`config.mk`:
```
export PLATFORM = sky130hd
export DESIGN_NAME = kmap_sweeper
export DESIGN_NICKNAME = d
export VERILOG_FILES = /design/src/rtl/kmap_sweeper.sv
export SDC_FILE = /design/constraint.sdc
export NUM_CORES = 1
export LEC_CHECK = 0
export CAP_MARGIN = 20
export CELL_PAD_IN_SITES_DETAIL_PLACEMENT = 1
export CELL_PAD_IN_SITES_GLOBAL_PLACEMENT = 1
export CORE_MARGIN = 2
export CORE_UTILIZATION = 30
export DETAILED_ROUTE_END_ITERATION = 8
export DONT_BUFFER_PORTS = 1
export PLACE_DENSITY_LB_ADDON = 0.3
export SYNTH_ARGS = -nofsm -noshare
export SYNTH_HDL_FRONTEND = slang
export SYNTH_SLANG_ARGS = --single-unit
```
`constraint.sdc`:
```
create_clock -name clk -period 1.9 [get_ports clk]
set_input_delay 0.285 -clock clk [delete_from_list [all_inputs] [get_ports clk]]
set_output_delay 0.285 -clock clk [all_outputs]
set_load 0.02 [all_outputs]
```
`src/rtl/kmap_sweeper.sv`:
```
// ============================================================================
// kmap_sweeper : steps {A,B,C,D} through 0..15 and captures F_0..F_2 truth tables
// Optional golden compare: define KMAP_SWEEP_CHECK_EN.   Rev 1.0
// ============================================================================
`default_nettype none

module kmap_sweeper #(
  parameter int unsigned SETTLE = 1
) (
  input  logic        clk,
  input  logic        rst,
  input  logic        start,
  input  logic        hold,
  output logic        A,
  output logic        B,
  output logic        C,
  output logic        D,
  input  logic        F_0,
  input  logic        F_1,
  input  logic        F_2,
  output logic [3:0]  idx,
  output logic        busy,
  output logic        done,
  output logic [15:0] tt_f0,
  output logic [15:0] tt_f1,
  output logic [15:0] tt_f2,
  output logic [2:0]  mismatch
);

  typedef enum logic [1:0] {
    S_IDLE  = 2'd0,
    S_DRIVE = 2'd1,
    S_DONE  = 2'd2
  } state_t;

  localparam logic [2:0] c_settle = 3'(SETTLE);

  state_t      state_q;
  logic [3:0]  idx_q;
  logic [3:0]  idx_d;
  logic [3:0]  vec_q;
  logic [2:0]  cnt_q;
  logic        busy_q;
  logic        done_q;
  logic [15:0] tt_f0_q;
  logic [15:0] tt_f1_q;
  logic [15:0] tt_f2_q;
`ifdef KMAP_SWEEP_CHECK_EN
  logic [2:0]  mismatch_q;
`endif

  assign idx_d = idx_q + 4'd1;

  always_ff @(posedge clk) begin
    if (rst) begin
      state_q <= S_IDLE;
      idx_q   <= 4'd0;
      vec_q   <= 4'd0;
      cnt_q   <= 3'd0;
      busy_q  <= 1'b0;
      done_q  <= 1'b0;
      tt_f0_q <= 16'h0000;
      tt_f1_q <= 16'h0000;
      tt_f2_q <= 16'h0000;
`ifdef KMAP_SWEEP_CHECK_EN
      mismatch_q <= 3'b000;
`endif
    end else begin
      case (state_q)
        S_IDLE: begin
          done_q <= 1'b0;
          if (start) begin
            state_q <= S_DRIVE;
            busy_q  <= 1'b1;
            idx_q   <= 4'd0;
            vec_q   <= 4'd0;
            cnt_q   <= 3'd0;
            tt_f0_q <= 16'h0000;
            tt_f1_q <= 16'h0000;
            tt_f2_q <= 16'h0000;
`ifdef KMAP_SWEEP_CHECK_EN
            mismatch_q <= 3'b000;
`endif
          end
        end
        S_DRIVE: begin
          // Vector and index advance together so A..D always mirror idx.
          if (!hold) begin
            if (cnt_q == c_settle) begin
              tt_f0_q[idx_q] <= F_0;
              tt_f1_q[idx_q] <= F_1;
              tt_f2_q[idx_q] <= F_2;
              cnt_q          <= 3'd0;
              if (idx_q == 4'd15) begin
                state_q <= S_DONE;
                done_q  <= 1'b1;
              end else begin
                idx_q <= idx_d;
                vec_q <= idx_d;
              end
            end else begin
              cnt_q <= cnt_q + 3'd1;
            end
          end
        end
        S_DONE: begin
          state_q <= S_IDLE;
          done_q  <= 1'b0;
          busy_q  <= 1'b0;
`ifdef KMAP_SWEEP_CHECK_EN
          mismatch_q <= {(tt_f2_q != 16'hF3CC),
                         (tt_f1_q != 16'hEDE0),
                         (tt_f0_q != 16'h6996)};
`endif
        end
        default: begin
          state_q <= S_IDLE;
          busy_q  <= 1'b0;
          done_q  <= 1'b0;
        end
      endcase
    end
  end

  assign {A, B, C, D} = vec_q;
  assign idx   = idx_q;
  assign busy  = busy_q;
  assign done  = done_q;
  assign tt_f0 = tt_f0_q;
  assign tt_f1 = tt_f1_q;
  assign tt_f2 = tt_f2_q;
`ifdef KMAP_SWEEP_CHECK_EN
  assign mismatch = mismatch_q;
`else
  assign mismatch = 3'b000;
`endif

endmodule

`default_nettype wire

```
==> insert_results.sql, run 1 <==
INSERT INTO impl_metrics (metric_group, metric, value, unit) VALUES
('synth', 'synth.distinct_cells', '34', ''),
('power_and_ir_drop', 'pwr_density_cell', '914', 'nW/um^2'),
('global_routing', 'antenna_violations_before_repair', '0', ''),
('timing', 'rsz0062_at_grt', 'false', ''),
('timing', 'count_of_final_max_slew_check_failures', '0', ''),
('route', 'drc', '0', ''),
('power_and_ir_drop', 'finalPower', '0.00265', 'W'),
('synth', 'ys.warnings.count', '0', ''),
('layout', 'area.growth.synth_to_final', '11.2', '%'),
('synth', 'syn-instance-count', '298', ''),
('floorplan', 'die_height', '97.2', 'microns'),
('timing', 'slew-limit-headroom', '0.646', ''),
('critical_path', 'critPathMaxFanout', '16', ''),
('clocking', 'root_buf_cell', 'sky130_fd_sc_hd__clkbuf_8', ''),
('layout', 'fillers', '982', ''),
('floorplan', 'boundaryPins', '68', ''),
('timing', 'timing.final.crit_share', '0.872', ''),
('power_and_ir_drop', 'vdd_ir_drop_max', '0.384', 'mV'),
('global_routing', 'track_usage', '0.165', ''),
('timing', 'final_period_minus_worst_setup_slack', '1.66', 'ns'),
('route', 'avgRoutedWirePerCell', '18.4', 'microns'),
('floorplan', 'dieWidth', '97.2', 'microns'),
('timing', 'achievable-frequency', '603', 'MHz'),
('critical_path', 'timing_worst_setup_path_type', 'flip-flop to flip-flop', ''),
('clocking', 'cts_tree', 'done', ''),
('layout', 'leading_cell_types_in_the_layout_fill_and_taps_excluded', '59 x sky130_fd_sc_hd__dfxtp_1, 52 x sky130_fd_sc_hd__inv_1, 49 x sky130_fd_sc_hd__o32ai_1', ''),
('route', 'initialDrtViolationCount', '107', ''),
('status', 'outcome', 'finished clean', ''),
('global_routing', 'grt_pass1_vias', '2242', ''),
('placement', 'dp.cells', '390', ''),
('timing', 'finalHoldViolCount', '0', ''),
('clocking', 'insertion_delay', '0.34', 'ns'),
('synth', 'synth_sequential_area_ratio', '0.454', ''),
('timing', 'setup_viol', '0', ''),
('route', 'viasPerCell', '5.25', ''),
('clocking', 'cts.sinks', '59', ''),
('placement', 'hpwl', '5.16', 'mm'),
('critical_path', 'timing.critical_path.from_type', 'flip-flop', ''),
('hold_path', 'min-delay-path-class', 'primary input to flip-flop', ''),
('global_routing', 'grt_first_pass_wirelength', '12.4', 'mm'),
('critical_path', 'cp.required', '2.13', 'ns'),
('clocking', 'cts.htree.levels', '3', ''),
('timing', 'fin_skew', '0.00898', 'ns'),
('clocking', 'cts-resized-gates', '0', ''),
('layout', 'drive_above_1_share', '0.113', ''),
('synth', 'top_post_synthesis_cells_by_area', 'sky130_fd_sc_hd__dfxtp_1 45%, sky130_fd_sc_hd__o32ai_1 16%, sky130_fd_sc_hd__inv_1 7.5%', ''),
('route', 'postRouteWirelength', '7.47', 'mm'),
('route', 'dr_total_vias', '2133', ''),
('global_routing', 'grt_start_max_net_pins', '64', ''),
('clocking', 'cts_buf_count', '9', ''),
('critical_path', 'crit_path_end_kind', 'flip-flop', ''),
('layout', 'end_of_flow_core_utilization', '0.349', ''),
('placement', 'gp_congestion', '0.790', ''),
('floorplan', 'placeableCoreArea', '8300', 'sq um'),
('layout', 'non_filler_instance_count_after_layout', '406', ''),
('route', 'antenna_violating_nets_left', '0', ''),
('run', 'timing.max_cap.violations', '0', ''),
('clocking', 'post_cts.repair.setup_buffers', '0', ''),
('synth', 'netlist.top_cell.by_area', 'sky130_fd_sc_hd__dfxtp_1', ''),
('layout', 'antenna_cells_inserted', '0', ''),
('layout', 'most_common_cell_after_layout_fill_and_taps_aside', 'sky130_fd_sc_hd__dfxtp_1', ''),
('global_routing', 'grt.overflow.total', '0', ''),
('route', 'dr.pass1.iters', '4', ''),
('floorplan', 'std_cell_rows', '33', ''),
('clocking', 'clock_path_buffers', '2', ''),
('synth', 'synthesized_flop_and_latch_total', '59', ''),
('placement', 'port_buffers', '0', ''),
('placement', 'pre_cts_ws', '0.277', 'ns'),
('synth', 'syn-cell-area', '2600', 'sq um'),
('synth', 'synth_largest_type_area_fraction', '0.454', ''),
('timing', 'fin_ws', '0.243', 'ns'),
('clocking', 'worst_setup_hold_path_clk_slew', '0.07', 'ns'),
('floorplan', 'start_util', '0.314', ''),
('synth', 'post_synth.cell_area_avg', '8.74', 'sq um'),
('floorplan', 'die_area', '9440', 'sq um'),
('layout', 'final_nets', '308', ''),
('timing', 'max_slew.worst_pin.slew', '0.529', 'ns'),
('timing', 'post_route_setup_tns', '0', 'ns'),
('critical_path', 'timing.critical_path.arrival', '1.89', 'ns'),
('power_and_ir_drop', 'static-leakage-power', '0.913', 'nW');
worst paths after layout:
check	from	endpoint	slack [ns]	cells after the start
worst max-delay path	cnt_q[0]	tt_f2[2]	0.24	4
worst min-delay path	rst	vec_q[2]	0.04	1
worst max register to register	cnt_q[0]	tt_f2[2]	0.24	4
worst min register to register	state_q[1]	busy	0.49	1
worst max-delay path, cell delays in order, from the launching register on:
cell	delay, ns
sky130_fd_sc_hd__dfxtp_1	0.42
sky130_fd_sc_hd__and2b_1	0.20
sky130_fd_sc_hd__nor4b_4	0.33
sky130_fd_sc_hd__nand2_2	0.35
sky130_fd_sc_hd__o32ai_1	0.24
cells by family after synthesis:
kind of cell / synth area share
AO/OA/AOI/OAI: 0.247
buffers and inverters: 0.140
AND/OR/NAND/NOR: 0.139
flip-flops: 0.454
adder cells (fa/ha/maj): 0.0192
other: 0.00144
registers in the layout, indices dropped and copies added, names as in the netlist:
register,flops
vec_q,4
tt_f1,16
state_q,2
done,1
tt_f0,16
cnt_q,3
tt_f2,16
busy,1
synthesized netlist by cell type (all sizes together):
library cell,number
a21o,1
o32ai,49
nor2b,8
o21a,1
ha,4
inv,52
dfxtp,59
a21oi,7
nor4b,1
o41ai,1
nand4,1
nor2,24
nand4b,1
a2111oi,1
o21ba,1
and2,1
nand2b,4
a221oi,1
a211oi,1
and2b,1
o21ai,5
conb,1
nand3,4
and4b,1
clkbuf,9
nand2,21
a31oi,15
nor3,3
buf,19
nor3b,1
timing repair:
item                                   4_1_cts  5_1_grt
endpoints found under the hold margin        0        4
setup endpoints to repair                    0        0
hold buffers                                 0        1
area by class of cell:
class                           count  area (sq um)  share of cell area
Multi-Input combinational cell    161          1060               0.368
Clock buffer                       10           138              0.0475
Sequential cell                    59          1180               0.408
Tap cell                          105           131              0.0454
Clock inverter                      5          77.6              0.0268
Inverter                           52           195              0.0674
Timing Repair Buffer               14           108              0.0372
metal layers:
metal,share of wire,GRT usage
met5,0,0
met3,0.059,0.0619
met2,0.48,0.267
met1,0.44,0.197
met4,0.018,0.0650
metrics by stage:
step | hold slack, ns | area, sq um
finish | 0.0401 | 2900
global route | 0.0118 | 2900
detailed placement | 0.363 | 2670
global placement | 0.361 | 2670
floorplan | 0.449 | 2610
CTS | 0.00269 | 2890
power by group:
part	internal [W]	switching, W
registers	0.00124	0.00000830
logic	0.0000437	0.0000970
clock network	0.000762	0.000494
(Power assumes the default switching activity.)
==> run 2: changes to the inputs <==
--- a/config.mk
+++ b/config.mk
@@ -7,8 +7,7 @@
 export LEC_CHECK = 0
 export CAP_MARGIN = 20
 export CELL_PAD_IN_SITES_DETAIL_PLACEMENT = 1
-export CELL_PAD_IN_SITES_GLOBAL_PLACEMENT = 1
-export CORE_MARGIN = 2
+export CELL_PAD_IN_SITES_GLOBAL_PLACEMENT = 2
 export CORE_UTILIZATION = 30
 export DETAILED_ROUTE_END_ITERATION = 8
 export DONT_BUFFER_PORTS = 1
==> insert_results.sql, run 2 (same netlist as run 1, synthesis figures left out) <==
INSERT INTO impl_metrics (metric_group, metric, value, unit) VALUES
('critical_path', 'worst_path_dominant_cell_family', 'simple AND/OR/NAND/NOR gates', ''),
('clocking', 'clock_path_buffers', '2', ''),
('route', 'viasPerCell', '5.10', ''),
('placement', 'gp_congestion', '0.749', ''),
('power_and_ir_drop', 'combPwrFrac', '0.049', ''),
('power_and_ir_drop', 'power_frac_clock', '0.484', ''),
('layout', 'antenna_cells_inserted', '0', ''),
('timing', 'post_route_setup_tns', '0', 'ns'),
('clocking', 'root_buf_cell', 'sky130_fd_sc_hd__clkbuf_8', ''),
('timing', 'rsz0062_at_grt', 'false', ''),
('layout', 'most_common_cell_after_layout_fill_and_taps_aside', 'sky130_fd_sc_hd__dfxtp_1', ''),
('floorplan', 'dieWidth', '95.2', 'microns'),
('timing', 'fin_ws', '0.210', 'ns'),
('timing', 'count_of_final_max_slew_check_failures', '0', ''),
('timing', 'timing.final.crit_share', '0.889', ''),
('critical_path', 'cpPeakStageDelay', '0.42', 'ns'),
('floorplan', 'start_util', '0.314', ''),
('layout', 'drive_above_1_share', '0.113', ''),
('critical_path', 'crit_path_end_kind', 'flip-flop', ''),
('timing', 'max_slew.worst_pin.slew', '0.497', 'ns'),
('critical_path', 'critPathSlowestCell', 'sky130_fd_sc_hd__dfxtp_1', ''),
('layout', 'final_nets', '307', ''),
('power_and_ir_drop', 'pwr_density_cell', '923', 'nW/um^2'),
('timing', 'fin_skew', '0.00572', 'ns'),
('clocking', 'worst_setup_hold_path_clk_slew', '0.07', 'ns'),
('clocking', 'cts.sinks', '59', ''),
('run', 'timing.max_cap.violations', '0', ''),
('layout', 'leading_cell_types_in_the_layout_fill_and_taps_excluded', '59 x sky130_fd_sc_hd__dfxtp_1, 52 x sky130_fd_sc_hd__inv_1, 49 x sky130_fd_sc_hd__o32ai_1', ''),
('hold_path', 'timing.hold.worst_path_depth', '1', ''),
('timing', 'final_period_minus_worst_setup_slack', '1.69', 'ns'),
('clocking', 'ctsHoldBuffers', '0', ''),
('global_routing', 'grt_pass1_vias', '2082', ''),
('critical_path', 'cp.required', '2.12', 'ns'),
('clocking', 'insertion_delay', '0.33', 'ns'),
('hold_path', 'min-delay-path-class', 'primary input to flip-flop', ''),
('timing', 'achievable-frequency', '592', 'MHz'),
('critical_path', 'timing_worst_setup_path_type', 'flip-flop to flip-flop', ''),
('clocking', 'cts_tree', 'done', ''),
('placement', 'placed_area', '2670', 'sq um'),
('route', 'antenna_violating_nets_left', '0', ''),
('power_and_ir_drop', 'netSwitchingFraction', '0.218', ''),
('floorplan', 'placeableCoreArea', '8300', 'sq um'),
('clocking', 'post_cts.repair.setup_buffers', '0', ''),
('power_and_ir_drop', 'static-leakage-power', '0.914', 'nW'),
('route', 'dr.pass1.iters', '4', ''),
('critical_path', 'worst_r2r_path_depth', '4', ''),
('placement', 'port_buffers', '0', ''),
('power_and_ir_drop', 'seqPwrFrac', '0.467', ''),
('timing', 'finalHoldViolCount', '0', ''),
('route', 'initialDrtViolationCount', '58', ''),
('floorplan', 'die_height', '95.2', 'microns'),
('power_and_ir_drop', 'cell_internal_pwr', '0.00209', 'W'),
('critical_path', 'timing.critical_path.arrival', '1.91', 'ns'),
('critical_path', 'worstPathBufferInverterCount', '0', ''),
('route', 'postRouteWirelength', '6.97', 'mm'),
('floorplan', 'die_area', '9060', 'sq um'),
('placement', 'pre_cts_ws', '0.224', 'ns'),
('global_routing', 'grt_start_max_net_pins', '64', ''),
('clocking', 'cts_buf_count', '9', ''),
('critical_path', 'cp_num_cells', '4', ''),
('global_routing', 'grt.overflow.total', '0', ''),
('critical_path', 'critPathMaxFanout', '16', ''),
('layout', 'area.growth.synth_to_final', '11.3', '%'),
('route', 'dr_total_vias', '2072', ''),
('global_routing', 'grt_first_pass_wirelength', '11.1', 'mm'),
('floorplan', 'boundaryPins', '68', ''),
('power_and_ir_drop', 'vdd_ir_drop_max', '0.297', 'mV'),
('timing', 'setup_viol', '0', ''),
('timing', 'slew-limit-headroom', '0.668', ''),
('power_and_ir_drop', 'net-switching-power', '0.000584', 'W'),
('status', 'outcome', 'finished clean', ''),
('global_routing', 'track_usage', '0.162', ''),
('placement', 'hpwl', '4.86', 'mm'),
('power_and_ir_drop', 'finalPower', '0.00267', 'W'),
('critical_path', 'timing.critical_path.from_type', 'flip-flop', ''),
('layout', 'finalInstanceArea', '2900', 'sq um'),
('global_routing', 'antenna_violations_before_repair', '0', ''),
('critical_path', 'crit_path_cells', 'and2b_1 > nor4b_4 > nand2_2 > o32ai_1', ''),
('route', 'avgRoutedWirePerCell', '17.2', 'microns'),
('floorplan', 'std_cell_rows', '33', ''),
('route', 'drc', '0', ''),
('clocking', 'cts.htree.levels', '3', ''),
('clocking', 'cts-resized-gates', '0', '');
## run 2: cell type report
class,instances,area (sq um)
well taps,105,131
clock inverters,4,72.6
inverters,52,195
fillers,968,5400
clock buffers,12,155
multi-input cells,161,1060
repair buffers,13,97.6
flip-flops and latches,59,1180
## run 2: stage by stage
stage          instances  utilization  hold slack [ns]
6_report             406        0.349           0.0288
4_1_cts              406        0.349          0.00545
3_5_place_dp         390        0.322            0.365
2_1_floorplan        300            -            0.449
3_3_place_gp         390        0.322            0.364
5_1_grt              406        0.349          0.00859
## run 2: final timing paths
kind	slack, ns	end	from
worst min register to register	0.50	busy	state_q[1]
worst min-delay path	0.03	cnt_q[1]	rst
worst max-delay path	0.21	tt_f2[5]	cnt_q[0]
worst max register to register	0.21	tt_f2[5]	cnt_q[0]
## run 2: worst reg2reg max path, stage by stage (launching register included)
cell                      delay, ns
sky130_fd_sc_hd__dfxtp_1       0.42
sky130_fd_sc_hd__and2b_1       0.21
sky130_fd_sc_hd__nor4b_4       0.37
sky130_fd_sc_hd__nand2_2       0.35
sky130_fd_sc_hd__o32ai_1       0.23
## run 2: per-layer routing
layer  up-vias  track usage  routed length (microns)
met3        10       0.0526                      484
li1       1041            -                        -
met2        52        0.257                     3210
met4         0       0.0707                       80
met1       969        0.201                     3200
met5         -            0                        0
## run 2: power by group through the flow
stage / clock, W / combinational (W) / sequential (W)
after floorplan: 0 / 0.000123 / 0.00128
after global routing: 0.00140 / 0.000148 / 0.00125
after global placement: 0 / 0.000131 / 0.00128
final: 0.00129 / 0.000131 / 0.00125
after CTS: 0.00134 / 0.000133 / 0.00125
after detailed placement: 0 / 0.000133 / 0.00128
==> run 3: changes to the inputs <==
==> constraint.sdc (replaced) <==
create_clock -name clk -period 1.5 [get_ports clk]
set_input_delay 0.225 -clock clk [delete_from_list [all_inputs] [get_ports clk]]
set_output_delay 0.225 -clock clk [all_outputs]
set_load 0.02 [all_outputs]
==> insert_results.sql, run 3 (same netlist as run 1, synthesis figures left out) <==
INSERT INTO impl_metrics (metric_group, metric, value, unit) VALUES
('critical_path', 'crit_path_end_kind', 'flip-flop', ''),
('critical_path', 'critPathMaxFanout', '16', ''),
('layout', 'antenna_cells_inserted', '0', ''),
('floorplan', 'placeableCoreArea', '8300', 'sq um'),
('floorplan', 'die_height', '95.2', 'microns'),
('route', 'antenna_violating_nets_left', '0', ''),
('power_and_ir_drop', 'pwr_density_cell', '1080', 'nW/um^2'),
('timing', 'achievable-frequency', '693', 'MHz'),
('global_routing', 'grt.overflow.total', '0', ''),
('floorplan', 'std_cell_rows', '33', ''),
('timing', 'finalHoldViolCount', '0', ''),
('global_routing', 'antenna_violations_before_repair', '0', ''),
('clocking', 'root_buf_cell', 'sky130_fd_sc_hd__clkbuf_8', ''),
('route', 'dr.pass1.iters', '4', ''),
('critical_path', 'timing_worst_setup_path_type', 'flip-flop to flip-flop', ''),
('clocking', 'cts.htree.levels', '3', ''),
('route', 'avgRoutedWirePerCell', '18.0', 'microns'),
('timing', 'count_of_final_max_slew_check_failures', '0', ''),
('timing', 'fin_ws', '0.0568', 'ns'),
('clocking', 'clock_path_buffers', '2', ''),
('clocking', 'insertion_delay', '0.34', 'ns'),
('layout', 'leading_cell_types_in_the_layout_fill_and_taps_excluded', '53 x sky130_fd_sc_hd__dfxtp_1, 52 x sky130_fd_sc_hd__inv_1, 44 x sky130_fd_sc_hd__o32ai_1', ''),
('floorplan', 'dieWidth', '95.2', 'microns'),
('critical_path', 'timing.critical_path.arrival', '1.68', 'ns'),
('route', 'viasPerCell', '5.18', ''),
('placement', 'pre_cts_ws', '-0.0462', 'ns'),
('layout', 'area.growth.synth_to_final', '24.8', '%'),
('power_and_ir_drop', 'static-leakage-power', '1.08', 'nW'),
('route', 'initialDrtViolationCount', '53', ''),
('timing', 'final_period_minus_worst_setup_slack', '1.44', 'ns'),
('global_routing', 'track_usage', '0.182', ''),
('route', 'drc', '0', ''),
('placement', 'hpwl', '5.05', 'mm'),
('clocking', 'worst_setup_hold_path_clk_slew', '0.07', 'ns'),
('layout', 'most_common_cell_after_layout_fill_and_taps_aside', 'sky130_fd_sc_hd__dfxtp_1', ''),
('timing', 'timing.final.crit_share', '0.962', ''),
('hold_path', 'min-delay-path-class', 'primary input to flip-flop', ''),
('placement', 'gp_congestion', '0.740', ''),
('layout', 'final_nets', '329', ''),
('floorplan', 'die_area', '9060', 'sq um'),
('timing', 'post_route_setup_tns', '0', 'ns'),
('timing', 'slew-limit-headroom', '0.663', ''),
('status', 'outcome', 'finished clean', ''),
('clocking', 'cts_buf_count', '9', ''),
('timing', 'setup_viol', '0', ''),
('clocking', 'cts_tree', 'done', ''),
('critical_path', 'cp.required', '1.74', 'ns'),
('critical_path', 'timing.critical_path.from_type', 'flip-flop', ''),
('power_and_ir_drop', 'vdd_ir_drop_max', '0.435', 'mV'),
('run', 'timing.max_cap.violations', '0', ''),
('route', 'postRouteWirelength', '7.72', 'mm'),
('placement', 'port_buffers', '0', ''),
('clocking', 'cts.sinks', '59', ''),
('global_routing', 'grt_pass1_vias', '2223', ''),
('route', 'dr_total_vias', '2216', ''),
('floorplan', 'boundaryPins', '68', ''),
('timing', 'max_slew.worst_pin.slew', '0.504', 'ns'),
('layout', 'drive_above_1_share', '0.238', ''),
('global_routing', 'grt_start_max_net_pins', '49', ''),
('global_routing', 'grt_first_pass_wirelength', '12.1', 'mm'),
('timing', 'fin_skew', '0.00641', 'ns'),
('timing', 'rsz0062_at_grt', 'true', ''),
('floorplan', 'start_util', '0.314', '');
## run 3: changes by cell type in the layout (fill, tap and decap cells not counted), sizes merged
cell,previous run,this run
buf,13,32
dlygate4sd3,0,3
## run 3: power by group
group | switching [W] | internal (W) | leakage [nW] | total (W)
clock | 0.000646 | 0.00102 | 0.113 | 0.00167
sequential | 0.00000911 | 0.00157 | 0.479 | 0.00158
combinational | 0.000166 | 0.0000926 | 0.488 | 0.000258
## run 3: critical path, cell delays in order (launching register included)
cell,delay [ns]
sky130_fd_sc_hd__dfxtp_2,0.34
sky130_fd_sc_hd__and2b_1,0.23
sky130_fd_sc_hd__nor4b_4,0.34
sky130_fd_sc_hd__nand2_2,0.11
sky130_fd_sc_hd__buf_12,0.17
sky130_fd_sc_hd__o32ai_1,0.14
## run 3: layout make-up
cell class,instances,area [sq um]
Fill cell,966,5050
Sequential cell,59,1190
Clock inverter,4,72.6
Clock buffer,12,155
Timing Repair Buffer,35,345
Multi-Input combinational cell,161,1160
Inverter,52,195
Tap cell,105,131
## run 3: timing repair
action,CTS,global route
setup endpoints to repair,1,47
hold endpoints to repair,48,1
hold buffers,3,1
pin swaps,0,2
buffers inserted,0,1
gates resized for setup,1,19
## run 3: per-layer routing
layer | up-vias | part of all wire | global-route usage
met5 | - | 0 | 0
met4 | 0 | 0.019 | 0.0833
met3 | 12 | 0.053 | 0.0590
met2 | 48 | 0.48 | 0.296
met1 | 1070 | 0.45 | 0.216
li1 | 1086 | - | -
## run 3: stage by stage
stage	power, W	std cells	area, sq um	hold slack, ns	utilization
2_1_floorplan	0.00178	300	2620	0.398	-
4_1_cts	0.00354	426	3150	0.00807	0.379
3_5_place_dp	0.00181	407	2870	0.304	0.346
3_3_place_gp	0.00181	407	2870	0.297	0.346
6_report	0.00351	428	3250	0.0359	0.392
5_1_grt	0.00366	428	3250	0.0295	0.392
## run 3: worst paths after layout
check                           startpoint        to  cells past startpoint  slack (ns)
worst min-delay path                   rst      done                      2        0.04
worst max-delay path              cnt_q[2]  tt_f1[9]                      5        0.06
worst max register to register    cnt_q[2]  tt_f1[9]                      5        0.06
worst min register to register    cnt_q[2]  cnt_q[2]                      2        0.52
